**config.mk**
```make
export PLATFORM = sky130hd
export DESIGN_NAME = wb_mem_bridge
export DESIGN_NICKNAME = d
export VERILOG_FILES = /design/src/rtl/wb_bridge_pkg.sv /design/src/rtl/wb_timeout_counter.sv /design/src/rtl/wb_mem_bridge.sv
export SDC_FILE = /design/constraint.sdc
export NUM_CORES = 1
export LEC_CHECK = 0
export ABC_AREA = 1
export CAP_MARGIN = 20
export CORE_ASPECT_RATIO = 0.5
export CORE_MARGIN = 5
export CORE_UTILIZATION = 36
export DETAILED_ROUTE_END_ITERATION = 8
export GPL_ROUTABILITY_DRIVEN = 1
export PLACE_DENSITY = 0.76
export SYNTH_ARGS = -nofsm -noshare
export SYNTH_HDL_FRONTEND = slang
export SYNTH_HIERARCHICAL = 1
export SYNTH_SLANG_ARGS = --single-unit
```
**constraint.sdc**
```tcl
create_clock -name clk -period 3.3 [get_ports clk]
set_input_delay 0.66 -clock clk [delete_from_list [all_inputs] [get_ports clk]]
set_output_delay 0.66 -clock clk [all_outputs]
set_load 0.03 [all_outputs]
```
**src/rtl/wb_bridge_pkg.sv**
```systemverilog
// rtl/wb_bridge_pkg.sv - shared state type and constants for wb_mem_bridge
package wb_bridge_pkg;

  typedef enum logic [1:0] {
    ST_IDLE    = 2'd0,
    ST_ACTIVE  = 2'd1,
    ST_RECOVER = 2'd2
  } state_t;

  localparam logic [3:0]  WB_SEL_ALL   = 4'hF;
  localparam logic [31:0] WB_ERR_RDATA = 32'h0000_0000;

  function automatic logic [31:0] word_addr(input logic [31:0] addr);
    return addr & 32'hFFFF_FFFC;
  endfunction

endpackage

```
**src/rtl/wb_timeout_counter.sv**
```systemverilog
// rtl/wb_timeout_counter.sv - 8-bit stall counter, expired on the LIMIT-th enabled cycle
module wb_timeout_counter #(
  parameter int unsigned LIMIT = 255
) (
  input  logic clk,
  input  logic rst,
  input  logic enable,
  input  logic clear,
  output logic expired
);

  localparam logic [7:0] LAST = 8'(LIMIT - 1);

  logic [7:0] count;

  always_ff @(posedge clk or posedge rst) begin
    if (rst) begin
      count <= 8'd0;
    end else if (clear) begin
      count <= 8'd0;
    end else if (enable) begin
      count <= count + 8'd1;
    end
  end

  assign expired = enable && (count == LAST);

endmodule

```
**src/rtl/wb_mem_bridge.sv**
```systemverilog
// rtl/wb_mem_bridge.sv - level memory request to Wishbone B4 classic master bridge
// Optional stall timeout enabled by defining WB_TIMEOUT_EN.
module wb_mem_bridge
  import wb_bridge_pkg::*;
#(
  parameter int unsigned TIMEOUT_CYCLES = 255
) (
  input  logic        clk,
  input  logic        rst,
  input  logic        mem_read,
  input  logic        mem_write,
  input  logic [31:0] mem_addr,
  input  logic [31:0] mem_wdata,
  input  logic        mem_lock,
  output logic [31:0] mem_rdata,
  output logic        mem_ack,
  output logic        mem_err,
  output logic        wb_cyc_o,
  output logic        wb_stb_o,
  output logic        wb_we_o,
  output logic        wb_lock_o,
  output logic [31:0] wb_adr_o,
  output logic [31:0] wb_dat_o,
  output logic [3:0]  wb_sel_o,
  input  logic [31:0] wb_dat_i,
  input  logic        wb_ack_i,
  input  logic        wb_err_i
);

  state_t      state_q, state_d;
  logic        cyc_d, stb_d, we_d, lock_d, ack_d, err_d;
  logic [31:0] adr_d, dat_d, rdata_d;
  logic [3:0]  sel_d;
  logic        timeout;

`ifdef WB_TIMEOUT_EN
  logic tmo_enable, tmo_clear;

  assign tmo_enable = (state_q == ST_ACTIVE) && !wb_ack_i && !wb_err_i;
  assign tmo_clear  = (state_q != ST_ACTIVE);

  wb_timeout_counter #(
    .LIMIT(TIMEOUT_CYCLES)
  ) u_timeout (
    .clk    (clk),
    .rst    (rst),
    .enable (tmo_enable),
    .clear  (tmo_clear),
    .expired(timeout)
  );
`else
  assign timeout = 1'b0;
`endif

  always_ff @(posedge clk or posedge rst) begin
    if (rst) begin
      state_q   <= ST_IDLE;
      wb_cyc_o  <= 1'b0;
      wb_stb_o  <= 1'b0;
      wb_we_o   <= 1'b0;
      wb_lock_o <= 1'b0;
      wb_adr_o  <= 32'h0;
      wb_dat_o  <= 32'h0;
      wb_sel_o  <= 4'h0;
      mem_rdata <= 32'h0;
      mem_ack   <= 1'b0;
      mem_err   <= 1'b0;
    end else begin
      state_q   <= state_d;
      wb_cyc_o  <= cyc_d;
      wb_stb_o  <= stb_d;
      wb_we_o   <= we_d;
      wb_lock_o <= lock_d;
      wb_adr_o  <= adr_d;
      wb_dat_o  <= dat_d;
      wb_sel_o  <= sel_d;
      mem_rdata <= rdata_d;
      mem_ack   <= ack_d;
      mem_err   <= err_d;
    end
  end

  always_comb begin
    state_d = state_q;
    cyc_d   = wb_cyc_o;
    stb_d   = wb_stb_o;
    we_d    = wb_we_o;
    lock_d  = wb_lock_o;
    adr_d   = wb_adr_o;
    dat_d   = wb_dat_o;
    sel_d   = wb_sel_o;
    rdata_d = mem_rdata;
    ack_d   = 1'b0;
    err_d   = 1'b0;
    case (state_q)
      ST_IDLE: begin
        if (mem_read || mem_write) begin
          state_d = ST_ACTIVE;
          cyc_d   = 1'b1;
          stb_d   = 1'b1;
          we_d    = mem_write;
          lock_d  = mem_lock;
          adr_d   = word_addr(mem_addr);
          dat_d   = mem_wdata;
          sel_d   = WB_SEL_ALL;
        end else begin
          cyc_d  = wb_cyc_o && mem_lock;
          lock_d = wb_lock_o && mem_lock;
        end
      end
      ST_ACTIVE: begin
        if (timeout || wb_err_i || wb_ack_i) begin
          state_d = ST_RECOVER;
          stb_d   = 1'b0;
          ack_d   = 1'b1;
          // A locked sequence keeps the bus; a timeout always releases it.
          cyc_d   = wb_lock_o && mem_lock && !timeout;
          lock_d  = wb_lock_o && mem_lock && !timeout;
          if (timeout || wb_err_i) begin
            err_d   = 1'b1;
            rdata_d = WB_ERR_RDATA;
          end else if (!wb_we_o) begin
            rdata_d = wb_dat_i;
          end
        end
      end
      ST_RECOVER: begin
        state_d = ST_IDLE;
        cyc_d   = wb_cyc_o && mem_lock;
        lock_d  = wb_lock_o && mem_lock;
      end
      default: state_d = ST_IDLE;
    endcase
  end

endmodule

```
# Yosys cells after proc, flatten, opt, wreduce, memory -nomap -nowiden
# Index checks and enable logic that the tools add are counted.
dict set report word_totals {
  regBits 103
  out_inout_bits 106
}
dict set report classes {
  eq_ne 5
  n_mux 18
  n_reduce_logical 12
}
# operator count
set ops {}
lappend ops {{32-bit 2-to-1 mux} 2}
lappend ops {{1-bit 2-to-1 mux} 10}
lappend ops {{1-bit one-hot mux with 3 select lines} 2}
lappend ops {{2-bit AND reduction} 3}
lappend ops {{3-bit AND reduction} 2}
lappend ops {{2-bit 2-to-1 mux} 2}
lappend ops {{2-bit != test, second input constant} 2}
lappend ops {{2-bit one-hot mux with 2 select lines} 1}
lappend ops {{3-bit nonzero test} 1}
lappend ops {{2-bit by 1-bit equality test with 1-bit output, second input constant} 1}
lappend ops {{2-bit equality test, second input constant} 1}
lappend ops {{1-bit logical AND} 2}
lappend ops {{2-bit logical NOT} 1}
lappend ops {{1-bit logical OR} 2}
lappend ops {{2-bit by 1-bit != test with 1-bit output, second input constant} 1}
lappend ops {{1-bit one-hot mux with 2 select lines} 1}
lappend ops {{2-bit nonzero test} 1}

# Logic depth before layout (Yosys ltp)
# Gate-level depths: netlist of the first run.
dict set report logic_depth {
  depth_word 3
  ltp_mapped 8
}

# Worst setup path before layout of the first run
# Ideal clock, no wire load.
dict set report synth_timing {
  path_type {reg-to-output}
  startpoint {reg wb_sel_o[0] (netlist name)}
  endpoint {out wb_sel_o[1]}
  arrival_ns 0.751
  slack_ns 1.889
  path_stages_with_launch 2
  cell_sequence {dfrtp_1 -> buf_4}
}
# item line_no
set synth_lines {}
lappend synth_lines {{to (decl)} wb_mem_bridge.sv:24} ;# output logic [3:0] wb_sel_o,

# Worst setup path in the final report of the first run
dict set report layout_timing {
  startpoint {reg wb_sel_o[0]}
  endpoint {out wb_sel_o[0]}
}
# item line_no
set layout_lines {}
lappend layout_lines {{from (signal assigned)} wb_mem_bridge.sv:76} ;# wb_sel_o <= sel_d;
# No word-level cell between the ends.

==> results of run 1 <==
## final cells by class
cell class / instances / area (um2) / share of cell area
inverters: 14 / 56.3 / 0.00858
flip-flops and latches: 103 / 2580 / 0.393
well taps: 145 / 181 / 0.0277
repair buffers: 208 / 2100 / 0.320
clock buffers: 9 / 225 / 0.0343
multi-input cells: 325 / 1370 / 0.208
clock inverters: 7 / 56.3 / 0.00858
## synthesized netlist by cell type
master | instances | area share
sky130_fd_sc_hd__o21ai_0 | 22 | 0.026
sky130_fd_sc_hd__buf_6 | 3 | 0.0081
sky130_fd_sc_hd__buf_2 | 13 | 0.016
sky130_fd_sc_hd__conb_1 | 1 | 0.00090
sky130_fd_sc_hd__nor2_4 | 3 | 0.0081
sky130_fd_sc_hd__a21boi_0 | 1 | 0.0018
sky130_fd_sc_hd__ha_1 | 6 | 0.018
sky130_fd_sc_hd__dfrtp_1 | 103 | 0.62
sky130_fd_sc_hd__a21oi_1 | 1 | 0.0012
sky130_fd_sc_hd__o21ai_1 | 12 | 0.014
sky130_fd_sc_hd__nand2_4 | 1 | 0.0027
sky130_fd_sc_hd__nand2_1 | 267 | 0.24
sky130_fd_sc_hd__clkbuf_1 | 3 | 0.0027
sky130_fd_sc_hd__or2_2 | 1 | 0.0015
sky130_fd_sc_hd__inv_2 | 3 | 0.0027
sky130_fd_sc_hd__nand3_1 | 3 | 0.0036
sky130_fd_sc_hd__nand4_1 | 2 | 0.0030
sky130_fd_sc_hd__nor2_1 | 2 | 0.0018
sky130_fd_sc_hd__o21bai_1 | 1 | 0.0018
sky130_fd_sc_hd__inv_1 | 11 | 0.0099
sky130_fd_sc_hd__nor2_2 | 1 | 0.0015
sky130_fd_sc_hd__buf_4 | 7 | 0.013
## worst register-to-register path: stages (launching register included)
cell	delay (ps)
sky130_fd_sc_hd__dfrtp_1	430
sky130_fd_sc_hd__inv_1	130
sky130_fd_sc_hd__ha_1	230
sky130_fd_sc_hd__inv_2	70
sky130_fd_sc_hd__nor2_4	110
sky130_fd_sc_hd__buf_4	520
sky130_fd_sc_hd__nand2_1	170
sky130_fd_sc_hd__nand2_1	110
## logic make-up after synthesis
logic type / share of synthesized area
simple gates: 0.263
flops: 0.620
buf+inv: 0.0518
compound gates: 0.0458
fa+ha+maj: 0.0181
other cells: 0.000902
## power by group
| group | internal, mW | switching, mW | total [mW] | leakage [nW] |
|---|---|---|---|---|
| sequential | 1.88 | 0.327 | 2.21 | 1.29 |
| clock | 0.519 | 0.490 | 1.01 | 0.125 |
| combinational | 1.49 | 2.33 | 3.82 | 1.70 |
## metal layers
| layer | wire length [um] | vias to the layer above |
|---|---|---|
| li1 | - | 1812 |
| met3 | 542 | 17 |
| met1 | 4590 | 1697 |
| met2 | 6330 | 86 |
| met4 | 224 | 0 |
| met5 | 0 | - |
## metrics by stage
stage	std cells	setup WS (ps)	cell area, um2	hold WS, ps
floorplan	468	1410	4160	502
global placement	794	865	6260	454
detailed placement	794	831	6260	457
CTS	810	1140	6540	475
global route	811	1090	6560	500
finish	811	1170	6560	468
## sequential cells by signal (all words and copies together), names as in the netlist, 2 cells and up
register and flops:
mem_rdata 32, wb_dat_o 32, wb_adr_o 30, state_q 2
## path summary, 6_finish.rpt
| kind | end | slack, ps | cells after the start |
|---|---|---|---|
| worst max-delay path | wb_sel_o[0] | 1170 | 1 |
| worst min-delay path | wb_dat_o[18]$_DFFE_PP0P_ | 470 | 2 |
| worst max register to register | wb_dat_o[24]$_DFFE_PP0P_ | 1460 | 7 |
| worst min register to register | wb_dat_o[18]$_DFFE_PP0P_ | 470 | 2 |
| max in group asynchronous | mem_rdata[25]$_DFFE_PP0P_ | 1730 | 3 |
| min in group asynchronous | wb_dat_o[29]$_DFFE_PP0P_ | 760 | 2 |
==> results.md, run 1 <==
- The run finished with clean final reports.
- The clock edge transition at the registers on the reported setup and hold paths is 70 ps.
- The layer flagged by global routing as most heavily used is met2.
- The area growth from synthesis to layout is 57.9%.
- The number of buffers and inverters on the critical path is 1.
- The most common cell after layout, fill and taps aside is sky130_fd_sc_hd__nand2_1.
- The floorplan has 27 rows.
- The maximum fanout encountered on the critical timing path is 5.
- The buffer cell driving the clock tree root is sky130_fd_sc_hd__clkbuf_16.
- The largest individual stage delay along the critical path comes from the cell sky130_fd_sc_hd__clkdlybuf4s50_1.
- The met2 layer usage reported by global route is 0.319.
- The data arrival at the endpoint of the critical path is 1470 ps.
- The routed via count divided by cell count is 4.45.
- The placeable core region is 0.0111 mm2.
- Across every metal layer, demand over resource in global routing totals 0.167.
- The clock tree skew after final layout is 8.93 ps.
- The final max-slew violation count is 0.
- The clock tree from TritonCTS is built.
- The count of final setup violators is 0.
- Of the synthesized area, sequential elements account for 0.620.
- The critical path launch point is wb_sel_o[0]$_DFFE_PP0P_.
- The global-route wire length before repair is 18.7 mm.
- Entering global routing, the biggest net connects 79 pins.
- The cell family contributing the most delay on the critical path is buffers and inverters.
- At the worst endpoint, the required time is 2640 ps.
- The routed wire length is 11.7 mm.
- The initial antenna violation count was 0.
- The global routing usage on met1 is 0.186.
- The number of ports placed on the die boundary is 209.
- The fraction of layout cells with a size suffix above 1 is 0.0450.
- The accumulated negative setup slack is 0 ps.
- The die outline width is 162 um.
- The post-synthesis cell area is 0.00416 mm2.
- After detailed routing, the average wire length per cell comes to 14.4 um.
- The y dimension of the die is 86.0 um.
- The layout has 981 filler cells.
- The floorplan step defined a die boundary enclosing 0.0139 mm2.
- The fraction of met3 tracks used by global routing is 0.0456.
- The count of H-tree levels built during CTS is 3.
- Detailed routing inserted a total of 3612 vias.
- Measured on the finished design, the core utilization comes to 0.589.
- IR analysis of the VDD net gives a maximum drop of 0.000406 V.
- The number of global-route vias before repair came to 3578.
- The insertion delay to the later sink of the worst-skew pair is 340 ps.
- The count of state elements after synthesis is 103.
- The tightest min-delay check is of the register to register type.
- The static leakage power is 3.12 nW.
- The clock tree buffer depth is 2.
- The number of clock sinks seen by CTS is 103.
- The longest individual stage delay on the worst path is 710 ps.
- Walking the worst path, the cells encountered are clkdlybuf4s50_1.
- The achievable frequency is 469 MHz.
- The cell count after synthesis is 467.
- The power density over the cells is 1070 mW/mm2.
- The minimum period implied by the final worst setup slack is 2130 ps.
- The start point of the worst min-delay path is wb_dat_o[18]$_DFFE_PP0P_.
- The critical path startpoint category is a register.
- The wire-length estimate of the detail-placed layout is 8.26 mm.
- The average instance in the mapped netlist occupies 8.90 um2.
- After layout, the design draws a total of 7.04 mW.
- Leaving out fill and tap cells, the most frequent cells in the layout are sky130_fd_sc_hd__nand2_1, sky130_fd_sc_hd__clkdlybuf4s50_1, sky130_fd_sc_hd__dfrtp_1.
- The first-pass detailed-route iteration total is 4.
- The placer's final routability congestion estimate is 0.757.
- The endpoint class of the critical path is an output pin.
- The number of endpoints with negative hold slack in the final report is 0.
- The DRC violation total after the first TritonRoute iteration is 186.
- The start of the worst register-to-register path is state_q[0]$_DFFE_PP0P_.
- The part of the cycle the worst path needs is 0.646.
- The final net count is 770.
- The critical path class is register to output pin.
- The number of distinct library cells after synthesis is 22.
- The Yosys step of the flow raised 6 warnings.
- Once the clock tree was built, the resizer swapped 0 gates to a different size.
- The initial utilization of the core area, before any placement, comes to 0.373.
- Setup repair after global routing left no endpoint under its margin.
- The count of antenna-violating nets left after detailed routing is 0.
- For this run the aggregate overflow at the end of global routing stands at 0.
- The tool flagged a number of max-cap violations equal to 0.
- The worst pin sits at a relative slew slack of 0.583.
- After detailed routing, the number of remaining DRC violations is 0.
- 0 antenna diodes ended up in the layout.
- The hold buffer count at CTS is 0.
- The number of setup buffers added after CTS is 0.
- The transition time at the pin with the least slew margin is 624 ps.
- The number of port buffers is 204.
- The total clock buffers created by CTS is 9.
No activity file was read; power rests on OpenSTA's default activity.
==> inputs of run 2 (changes only) <==
==> constraint.sdc (replaced) <==
create_clock -name clk -period 1.78 [get_ports clk]
set_input_delay 0.356 -clock clk [delete_from_list [all_inputs] [get_ports clk]]
set_output_delay 0.356 -clock clk [all_outputs]
set_load 0.03 [all_outputs]
==> results.md, run 2 (same netlist as run 1, synthesis figures left out) <==
- In the final layout, the registers with the most flip-flops are mem_rdata (32), wb_dat_o (32), wb_adr_o (30).
- The HPWL after detailed placement is 8.60 mm (+4.0%).
- Traced cell by cell, the critical path runs through clkdlybuf4s50_1.
- Derived from the worst setup path, the maximum achievable clock frequency is 574 MHz.
- The routed wire length is 11.7 mm (+0.32%).
- The per-cell routed wire length is 14.4 um (-0.42%).
- The final setup slack of the worst path is 39.1 ps (-1130 ps).
- The number of filler instances in the final layout is 959 (-2.2%).
- The static leakage power came to 3.48 nW (+12%).
- The first-pass detailed-route iteration total is 4 (unchanged).
- The critical-path cell with the highest stage delay is sky130_fd_sc_hd__clkdlybuf4s50_1.
- The number of buffer and inverter stages on the critical path is 1 (unchanged).
- The internal power of the cells was 7.44 mW (+91%).
- The total die area is 0.0139 mm2 (unchanged).
- The reported net switching power is 5.79 mW (+84%).
- The number of gates on the worst path with buffers counted is 1 (unchanged).
- The path class of the tightest hold or removal check is register to register.
- The number of cells on the worst hold path was 2 (unchanged).
- The starting utilization of the core area is 0.373 (unchanged).
- The total clock buffers created by CTS is 9 (unchanged).
- STA classifies the critical path endpoint as an output pin.
- The largest voltage drop on the vdd net is 0.000894 V (+120%).
- The accumulated negative setup slack was 0 ps (unchanged).
- The number of cells on the worst reg-to-reg path is 8 (+1).
- The worst path in the final design needs a cycle of 1740 ps, including I/O delays and setup.
- Leaving out fill and tap cells, the most frequent cell in the layout is sky130_fd_sc_hd__nand2_1.
- In this design, the largest share of critical-path delay is due to buffers and inverters.
- The pin count of the biggest net entering global routing is 69 (-13%).
- The number of global-route vias before repair came to 3667 (+2.5%).
- The post-placement setup slack is 92.2 ps (-739 ps).
- The required time at the endpoint of the critical path came to 1420 ps (-1220 ps).
- The routed via count divided by cell count was 4.43 (-0.57%).
- The number of DRC violations after detailed routing is 0 (unchanged).
- The clock tree skew after final layout was 5.51 ps (-3.42 ps).
- The clock tree buffer depth was 2 (unchanged).
- Leaving out fill and tap cells, the most frequent cells in the layout are sky130_fd_sc_hd__nand2_1, sky130_fd_sc_hd__clkdlybuf4s50_1, sky130_fd_sc_hd__dfrtp_1.
- The final max-slew violation count is 0 (unchanged).
- The count of antenna-violating nets left after detailed routing is 0 (unchanged).
- The total global-route track usage is 0.166 (-0.000972).
- The longest individual stage delay on the worst path is 690 ps (-20 ps).
- The final net count is 776 (+0.78%).
- The count of antenna diodes in the layout came to 0 (unchanged).
- The net switching fraction of the power is 0.438 (-0.00999).
- The leftover overflow at the end of global routing was 0 (unchanged).
- The part of the cycle the worst path needs is 0.978.
- The placeable core region is 0.0111 mm2 (unchanged).
- The fraction of layout cells with a size suffix above 1 is 0.0536 (+0.00853).
- The cell sitting at the root of the clock tree is a sky130_fd_sc_hd__clkbuf_16.
- The clock power share was 0.149 (+0.006).
- The data arrival at the endpoint of the critical path is 1380 ps (-90 ps).
- The number of endpoints with negative hold slack in the final report was 0 (unchanged).
- The insertion delay to the later sink of the worst-skew pair is 330 ps (about the same).
- The initial antenna violation count is 0 (unchanged).
- The power density over the cells was 1970 mW/mm2 (+84%).
- The worst hold slack across all endpoints was 468 ps (-0.155 ps).
- The count of maximum capacitance violations came to 0 (unchanged).
- The die outline width was 162 um (unchanged).
- The placer's final routability congestion estimate was 0.753 (-0.49%).
- The count of final setup violators is 0 (unchanged).
- The number of rows in the core area was 27 (unchanged).
- The critical path startpoint category is a register.
- The utilization after layout is 0.603 (+0.0140).
- Setup repair after global routing left no endpoint under its margin.
- The DRC violation total after the first TritonRoute iteration is 238 (+28%).
- The count of H-tree levels built during CTS was 3 (unchanged).
- The relative contribution of sequential cells to total power is 0.308 (-0.006).
- The flow ran to the end, and the final reports show no timing, DRC or antenna violations.
- The number of port buffers is 204 (unchanged).
- The combinational fraction of design power is 0.543 (about the same).
- Relative to the synthesized area, the layout overhead comes to 61.6%.
- The y dimension of the die is 86.0 um (unchanged).
- The global-route wire length before repair is 18.7 mm (-0.19%).
- The clock edge transition at the registers on the reported setup and hold paths is 70 ps (about the same).
- The overall via count from detail_route is 3618 (+0.17%).
- The maximum fanout encountered on the critical timing path is 2 (-3).
- The critical path class is register to output pin.
- The number of clock sinks seen by CTS is 103 (unchanged).
- The number of ports placed on the die boundary is 209 (unchanged).
- The clock tree from TritonCTS is built.
-- run 2: changes by cell type in the layout (fill, tap and decap cells not counted), moves of 3 or more --
cell | previous run | this run
sky130_fd_sc_hd__dlygate4sd2_1 | 0 | 5
sky130_fd_sc_hd__clkinv_2 | 0 | 3
sky130_fd_sc_hd__buf_12 | 2 | 5
sky130_fd_sc_hd__dlymetal6s2s_1 | 0 | 25
sky130_fd_sc_hd__clkdlybuf4s50_1 | 204 | 174
sky130_fd_sc_hd__buf_4 | 2 | 5
-- run 2: area by class of cell --
class | count | area (um2) | share of cell area
clock buffers | 10 | 239 | 0.0356
clock inverters | 6 | 60.1 | 0.00894
inverters | 14 | 56.3 | 0.00838
multi-input cells | 325 | 1370 | 0.204
flip-flops and latches | 103 | 2580 | 0.384
well taps | 145 | 181 | 0.0270
repair buffers | 214 | 2240 | 0.333
-- run 2: worst register-to-register path: stages (launching register included) --
cell and delay (ps):
sky130_fd_sc_hd__dfrtp_1 430, sky130_fd_sc_hd__inv_1 120, sky130_fd_sc_hd__ha_1 230, sky130_fd_sc_hd__inv_2 70, sky130_fd_sc_hd__nor2_4 160, sky130_fd_sc_hd__inv_2 70, sky130_fd_sc_hd__buf_12 180, sky130_fd_sc_hd__nand2_1 110
sky130_fd_sc_hd__nand2_1 60
-- run 2: power groups by stage --
stage               clock, mW  combinational (mW)  sequential (mW)
floorplan                   0                1.91             6.33
global placement            0                7.22             4.08
detailed placement          0                7.32             4.13
CTS                      2.03                7.33             4.10
global route             2.14                7.71             4.25
finish                   1.97                7.18             4.07
-- run 2: worst paths after layout --
check | slack (ps) | from | end
max | 40 | wb_adr_o[4]$_DFFE_PP0P_ | wb_adr_o[4]
min | 470 | wb_dat_o[18]$_DFFE_PP0P_ | wb_dat_o[18]$_DFFE_PP0P_
max reg2reg | 240 | state_q[0]$_DFFE_PP0P_ | wb_dat_o[7]$_DFFE_PP0P_
min reg2reg | 470 | wb_dat_o[18]$_DFFE_PP0P_ | wb_dat_o[18]$_DFFE_PP0P_
max in group asynchronous | 910 | rst | mem_rdata[9]$_DFFE_PP0P_
min in group asynchronous | 490 | rst | wb_dat_o[15]$_DFFE_PP0P_
-- run 2: routing by layer --
layer  vias to the layer above  global-route usage  share of wire
li1                       1821                   -              -
met1                      1684               0.184           0.39
met2                        91               0.311           0.54
met3                        22              0.0451          0.046
met4                         0              0.0599          0.025
met5                         -                   0              0
-- run 2: repair_timing --
| item | CTS | global route |
|---|---|---|
| hold buffers | 0 | 0 |
| gates resized for setup | 5 | 25 |
| gates cloned | 0 | 0 |
| setup endpoints to repair | 5 | 25 |
| buffers inserted | 0 | 0 |
-- run 2: per-stage QoR --
stage / area (um2) / cells / total power [mW]
floorplan: 4160 / 468 / 8.24
global placement: 6360 / 801 / 11.3
detailed placement: 6360 / 801 / 11.5
CTS: 6660 / 817 / 13.5
global route: 6720 / 817 / 14.1
finish: 6720 / 817 / 13.2
